==> config.mk <==
export PLATFORM = sky130hd
export DESIGN_NAME = mem_arbiter_flat
export DESIGN_NICKNAME = d
export VERILOG_FILES = /design/src/rtl/mem_arbiter_if.sv /design/src/rtl/mem_arbiter.sv /design/src/flat_wrapper.sv
export SDC_FILE = /design/constraint.sdc
export NUM_CORES = 1
export LEC_CHECK = 0
export CAP_MARGIN = 5
export CORE_MARGIN = 4
export CORE_UTILIZATION = 29
export CTS_BUF_LIST = sky130_fd_sc_hd__clkbuf_4 sky130_fd_sc_hd__clkbuf_8 sky130_fd_sc_hd__clkbuf_16
export DETAILED_ROUTE_END_ITERATION = 16
export PLACE_DENSITY_LB_ADDON = 0.25
export SYNTH_ARGS = -nofsm -noshare
export SYNTH_HDL_FRONTEND = slang
export SYNTH_SLANG_ARGS = --single-unit
==> constraint.sdc <==
create_clock -name clk -period 1.65 [get_ports clk]
set_input_delay 0.495 -clock clk [delete_from_list [all_inputs] [get_ports clk]]
set_output_delay 0.495 -clock clk [all_outputs]
set_load 0.01 [all_outputs]
==> src/rtl/mem_arbiter_if.sv <==
// One requestor port of the data-RAM arbiter: request/address/data in, grant and
// read return out. The requestor uses the master modport, the arbiter the slave.
interface mem_arbiter_if #(
   parameter int unsigned WORD_SIZE  = 20,
   parameter int unsigned ADDR_WIDTH = 16
) ();
   logic                  req;
   logic [ADDR_WIDTH-1:0] addr;
   logic [WORD_SIZE-1:0]  wdata;
   logic                  we;
   logic                  lock;
   logic                  gnt;
   logic                  rvalid;
   logic [WORD_SIZE-1:0]  rdata;

   modport master (
      output req, addr, wdata, we, lock,
      input  gnt, rvalid, rdata
   );

   modport slave (
      input  req, addr, wdata, we, lock,
      output gnt, rvalid, rdata
   );
endinterface

==> src/rtl/mem_arbiter.sv <==
// Round-robin arbiter with optional bus lock in front of the single-port data RAM.
// Tracks the RAM's one-cycle read latency and steers rvalid to the issuing master.
module mem_arbiter #(
   parameter int unsigned WORD_SIZE  = 20,
   parameter int unsigned ADDR_WIDTH = 16
) (
   input  logic                 clk,
   input  logic                 reset_n,
   mem_arbiter_if.slave         m0,
   mem_arbiter_if.slave         m1,
   output logic [WORD_SIZE-1:0] mem_addr_o,
   output logic [WORD_SIZE-1:0] mem_value_o,
   output logic                 mem_write_o,
   input  logic [WORD_SIZE-1:0] mem_value_i
);

   logic                  last_gnt_q;
   logic                  locked_q;
   logic                  lock_owner_q;
   logic                  rd_pending_q;
   logic                  rd_owner_q;
   logic [WORD_SIZE-1:0]  addr_q;
   logic [WORD_SIZE-1:0]  value_q;

   logic                  gnt_valid;
   logic                  gnt_sel;
   logic [ADDR_WIDTH-1:0] sel_addr;
   logic [WORD_SIZE-1:0]  sel_addr_ext;
   logic [WORD_SIZE-1:0]  sel_wdata;
   logic                  sel_we;
   logic                  sel_lock;

   always_comb begin
      gnt_valid = 1'b0;
      gnt_sel   = 1'b0;
      if (locked_q && (lock_owner_q ? m1.req : m0.req)) begin
         gnt_valid = 1'b1;
         gnt_sel   = lock_owner_q;
      end else if (m0.req && m1.req) begin
         gnt_valid = 1'b1;
         gnt_sel   = ~last_gnt_q;
      end else if (m0.req) begin
         gnt_valid = 1'b1;
         gnt_sel   = 1'b0;
      end else if (m1.req) begin
         gnt_valid = 1'b1;
         gnt_sel   = 1'b1;
      end
      // Grants are combinational, so suppress them while reset is held.
      if (!reset_n) begin
         gnt_valid = 1'b0;
      end
   end

   always_comb begin
      sel_addr  = gnt_sel ? m1.addr  : m0.addr;
      sel_wdata = gnt_sel ? m1.wdata : m0.wdata;
      sel_we    = gnt_sel ? m1.we    : m0.we;
      sel_lock  = gnt_sel ? m1.lock  : m0.lock;
   end

   assign sel_addr_ext = {{(WORD_SIZE - ADDR_WIDTH){1'b0}}, sel_addr};

   assign m0.gnt = gnt_valid & ~gnt_sel;
   assign m1.gnt = gnt_valid & gnt_sel;

   // With no grant the RAM keeps seeing the last address; the resulting read is unused.
   assign mem_addr_o  = gnt_valid ? sel_addr_ext : addr_q;
   assign mem_value_o = gnt_valid ? sel_wdata    : value_q;
   assign mem_write_o = gnt_valid & sel_we;

   always_ff @(posedge clk or negedge reset_n) begin
      if (!reset_n) begin
         last_gnt_q   <= 1'b1;
         locked_q     <= 1'b0;
         lock_owner_q <= 1'b0;
         rd_pending_q <= 1'b0;
         rd_owner_q   <= 1'b0;
         addr_q       <= '0;
         value_q      <= '0;
      end else if (gnt_valid) begin
         last_gnt_q   <= gnt_sel;
         locked_q     <= sel_lock;
         lock_owner_q <= gnt_sel;
         rd_pending_q <= ~sel_we;
         rd_owner_q   <= gnt_sel;
         addr_q       <= sel_addr_ext;
         value_q      <= sel_wdata;
      end else begin
         rd_pending_q <= 1'b0;
         locked_q     <= 1'b0;
      end
   end

   assign m0.rvalid = rd_pending_q & ~rd_owner_q;
   assign m1.rvalid = rd_pending_q & rd_owner_q;
   assign m0.rdata  = mem_value_i;
   assign m1.rdata  = mem_value_i;

endmodule

==> src/flat_wrapper.sv <==
// flat-port wrapper written by rule: the top's interface ports become plain ports
module mem_arbiter_flat 
#(
   parameter int unsigned WORD_SIZE  = 20,
   parameter int unsigned ADDR_WIDTH = 16
)
  (clk, reset_n, mem_addr_o, mem_value_o, mem_write_o, mem_value_i, m0_req, m0_addr, m0_wdata, m0_we, m0_lock, m0_gnt, m0_rvalid, m0_rdata, m1_req, m1_addr, m1_wdata, m1_we, m1_lock, m1_gnt, m1_rvalid, m1_rdata);
  mem_arbiter_if #(.WORD_SIZE(WORD_SIZE), .ADDR_WIDTH(ADDR_WIDTH)) m0_i ();
  mem_arbiter_if #(.WORD_SIZE(WORD_SIZE), .ADDR_WIDTH(ADDR_WIDTH)) m1_i ();
  input  logic clk;
  input  logic reset_n;
  output logic [WORD_SIZE-1:0] mem_addr_o;
  output logic [WORD_SIZE-1:0] mem_value_o;
  output logic mem_write_o;
  input  logic [WORD_SIZE-1:0] mem_value_i;
  input wire logic [$bits(m0_i.req)-1:0] m0_req;
  input wire logic [$bits(m0_i.addr)-1:0] m0_addr;
  input wire logic [$bits(m0_i.wdata)-1:0] m0_wdata;
  input wire logic [$bits(m0_i.we)-1:0] m0_we;
  input wire logic [$bits(m0_i.lock)-1:0] m0_lock;
  output wire logic [$bits(m0_i.gnt)-1:0] m0_gnt;
  output wire logic [$bits(m0_i.rvalid)-1:0] m0_rvalid;
  output wire logic [$bits(m0_i.rdata)-1:0] m0_rdata;
  input wire logic [$bits(m1_i.req)-1:0] m1_req;
  input wire logic [$bits(m1_i.addr)-1:0] m1_addr;
  input wire logic [$bits(m1_i.wdata)-1:0] m1_wdata;
  input wire logic [$bits(m1_i.we)-1:0] m1_we;
  input wire logic [$bits(m1_i.lock)-1:0] m1_lock;
  output wire logic [$bits(m1_i.gnt)-1:0] m1_gnt;
  output wire logic [$bits(m1_i.rvalid)-1:0] m1_rvalid;
  output wire logic [$bits(m1_i.rdata)-1:0] m1_rdata;
  assign m0_i.req = m0_req;
  assign m0_i.addr = m0_addr;
  assign m0_i.wdata = m0_wdata;
  assign m0_i.we = m0_we;
  assign m0_i.lock = m0_lock;
  assign m0_gnt = m0_i.gnt;
  assign m0_rvalid = m0_i.rvalid;
  assign m0_rdata = m0_i.rdata;
  assign m1_i.req = m1_req;
  assign m1_i.addr = m1_addr;
  assign m1_i.wdata = m1_wdata;
  assign m1_i.we = m1_we;
  assign m1_i.lock = m1_lock;
  assign m1_gnt = m1_i.gnt;
  assign m1_rvalid = m1_i.rvalid;
  assign m1_rdata = m1_i.rdata;
  mem_arbiter #(.WORD_SIZE(WORD_SIZE), .ADDR_WIDTH(ADDR_WIDTH)) u_core (.clk(clk), .reset_n(reset_n), .m0(m0_i), .m1(m1_i), .mem_addr_o(mem_addr_o), .mem_value_o(mem_value_o), .mem_write_o(mem_write_o), .mem_value_i(mem_value_i));
endmodule
==> Flow_metrics.wiki <==
{| class="wikitable"
! Metric !! Value
|-
| Run status || finished, violations left
|-
| Violated checks || setup timing
|-
| Source-to-sink clock delay at the later pin of the worst-skew pair || 290 ps
|-
| Worst ir drop on vdd || 0.306 mV
|-
| Total negative setup slack || -26380 ps
|-
| Final GP Congestion || 0.704
|-
| Area of the mapped netlist || 2240 um2
|-
| Register bit total from synthesis || 44
|-
| Post-synth EDFFs || 0
|-
| Drt initial violations || 34
|-
| Initial core utilization || 0.304
|-
| Ys async rst share || 1.00
|-
| Slew headroom || 0.803
|-
| Worst Path Class, Setup || reg -> out
|-
| Post-Place Worst Slack || -1250 ps
|-
| Launching element type of the critical path || flop
|-
| Static power due to leakage || 1.82 nW
|-
| First-pass iteration count of the detailed router || 4
|-
| DP Wirelength || 4.32 mm
|-
| Number of standard cells in the final layout excluding fillers || 440
|-
| Cell-by-cell trace of the critical path || or2_4, a31oi_4, buf_12, buf_12, a221o_1, buf_2
|-
| Buffer cell driving the clock tree root || clkbuf_8
|-
| Unrepaired setup endpoints after global routing || yes
|-
| Ant diodes || 0
|-
| Slowest cell on the critical path || dfstp_2
|-
| Post-route core utilization || 0.529
|-
| DRC violation count after routing || 0
|-
| DIE WIDTH || 95.9 um
|-
| WP data required || 1150 ps
|-
| Cell class contributing the biggest share of worst-path delay || flip-flops
|-
| R2r startpoint || u_core.last_gnt_q
|-
| Clk pin slew, worst setup/hold paths || 80 ps
|-
| Number of clock sinks || 44
|-
| Overall power consumption || 3.27 mW
|-
| # IOs || 185
|-
| Routed WL per cell || 14.9 um
|-
| Post-layout instance area || 3900 um2
|-
| Reg2reg end || u_core.value_q[0]
|-
| Path depth of the worst reg2reg path || 8
|-
| Global-route congestion overflow total || 0
|-
| Final nets || 440
|-
| Count of cell types in the netlist || 21
|-
| Cell Area, Placed || 3560 um2
|-
| Clock buffers created by TritonCTS || 5
|-
| Power density relative to cell area || 839 nW/um2
|-
| Area of the multi-input gates || 836 um2
|-
| Primary FF master, synth || dfrtp_1
|-
| Endpoint kind of the worst setup timing path || primary output
|-
| Maximum clock insertion buffer count || 2
|-
| Worst Max-Slew Pin Slew || 296 ps
|-
| Total setup violations reported at the end of the flow || 52
|-
| Part of the Yosys area used for sequential elements || 0.492
|-
| Standard cell core area || 7370 um2
|-
| Vias in the first global route || 2078
|-
| Antenna violations before repair || 0
|-
| Max-cap violations || 0
|-
| Total Routed Length || 6.54 mm
|-
| Final hold violation count || 0
|-
| Antenna Violating Nets Remaining || 0
|-
| Fraction of layout instances using a drive strength above 1 || 0.396
|-
| Detailed-route vias per instance || 4.44
|-
| Placed cell count || 401
|-
| Min Hold Slack || 223 ps
|-
| Most frequent cells in the layout || clkdlybuf4s50_1, dfrtp_1, buf_4
|-
| Wire length of the first global-routing pass || 9.91 mm
|-
| Ratio of final minimum period to clock period || 1.43
|-
| Most frequent standard cell in the layout excluding fill and tap cells || clkdlybuf4s50_1
|-
| Layout filler cell count || 678
|-
| Smallest setup slack after layout || -704 ps
|-
| Site Rows || 31
|-
| Worst Path Max Fanout || 11
|-
| Input/output buffers || 124
|-
| H-tree depth || 2
|-
| Maximum number of pins on one net before global-route repair || 24
|-
| Path type of the worst min-delay path || in -> async
|-
| Vertical extent of the die || 95.9 um
|-
| Count of buffer and inverter cells on the critical path || 3
|-
| Fmax || 425 MHz
|-
| All-layer global routing usage || 0.140
|-
| Die area || 9200 um2
|-
| Time the final worst path needs with I/O delays and setup || 2350 ps
|-
| Max incr delay on CP || 540 ps
|-
| Synth-to-Final Area Change || 73.9%
|-
| Syn avg cell area || 11.4 um2
|-
| Cells after synthesis || 196
|-
| Sequential standard cell area || 1100 um2
|-
| Library cell appearing most often on the critical path || buf_12
|-
| Flop2flop setup slack || -180 ps
|-
| Hold-fix buffers, CTS || 0
|-
| Setup Skew || 7.58 ps
|-
| CTS tree || done
|-
| Count of warnings emitted by yosys || 0
|-
| Total number of vias || 1952
|-
| Pins over their slew limit || 0
|-
| Number of nets produced by synthesis || 296
|-
| Critical Path AT || 1860 ps
|}
-- Yosys cell counts, types with 3 or more instances --
cell	count	area [um2]
and2_1	35	219
buf_4	40	300
buf_6	3	33.8
nand2_1	5	18.8
buf_2	8	40.0
a31oi_1	3	18.8
and2_0	6	37.5
a221o_1	36	360
dfrtp_1	43	1080
-- registers in the layout, summed over array words and instances, names as in the netlist --
name	count
u_core.addr_q	20
u_core.lock_owner_q	1
u_core.locked_q	1
u_core.last_gnt_q	1
u_core.rd_pending_q	1
u_core.value_q	20
-- layer usage --
layer / wire [um] / global-route usage / vias to the layer above
met5: 0 / 0 / -
met4: 90 / 0.0581 / 0
met3: 620 / 0.0313 / 10
met2: 3200 / 0.233 / 77
met1: 2630 / 0.175 / 909
li1: - / - / 956
-- how the worst max path moves through the flow --
stage / from / to / cells after the start
finish: u_core.last_gnt_q / mem_addr_o[1] / 6
global placement: m0_req / mem_addr_o[0] / 6
detailed placement: m0_req / mem_addr_o[9] / 6
global route: u_core.last_gnt_q / mem_value_o[17] / 6
CTS: u_core.last_gnt_q / mem_value_o[18] / 6
floorplan: u_core.last_gnt_q / mem_addr_o[10] / 4
-- cell type report --
class                   instances  area share
clock buffers                   6      0.0196
clock inverters                 2     0.00899
inverters                       2     0.00193
multi-input cells              98       0.215
flip-flops and latches         44       0.283
well taps                      99      0.0318
repair buffers                189       0.440
-- logic make-up (layout without fill, tap and decap cells) --
kind of cell,Yosys count,count (layout),synth area share
buffers and inverters,54,199,0.172
and+or+nand+nor,50,50,0.134
AOI/OAI and AO/OA,48,48,0.202
DFF,44,44,0.492
-- what timing repair did --
action | CTS | global route
pin swaps | 17 | 11
resized for setup | 225 | 6
endpoints found under the setup margin | 82 | 59
buffers inserted | 24 | 7
gates cloned | 3 | 0
-- worst reg2reg max path: stages, from the launching register on --
cell and delay (ps):
dfstp_2 540, or2_4 130, a31oi_4 110, buf_12 160, buf_12 130, a221o_1 320
buf_4 140, buf_6 110, buf_6 100
-- where the power goes --
part	total [mW]	leakage [nW]	switching [mW]	internal [mW]
Combinational	1.19	1.21	0.454	0.736
Sequential	1.26	0.550	0.0323	1.23
Clock	0.820	0.0586	0.354	0.466
(Power assumes the default switching activity.)
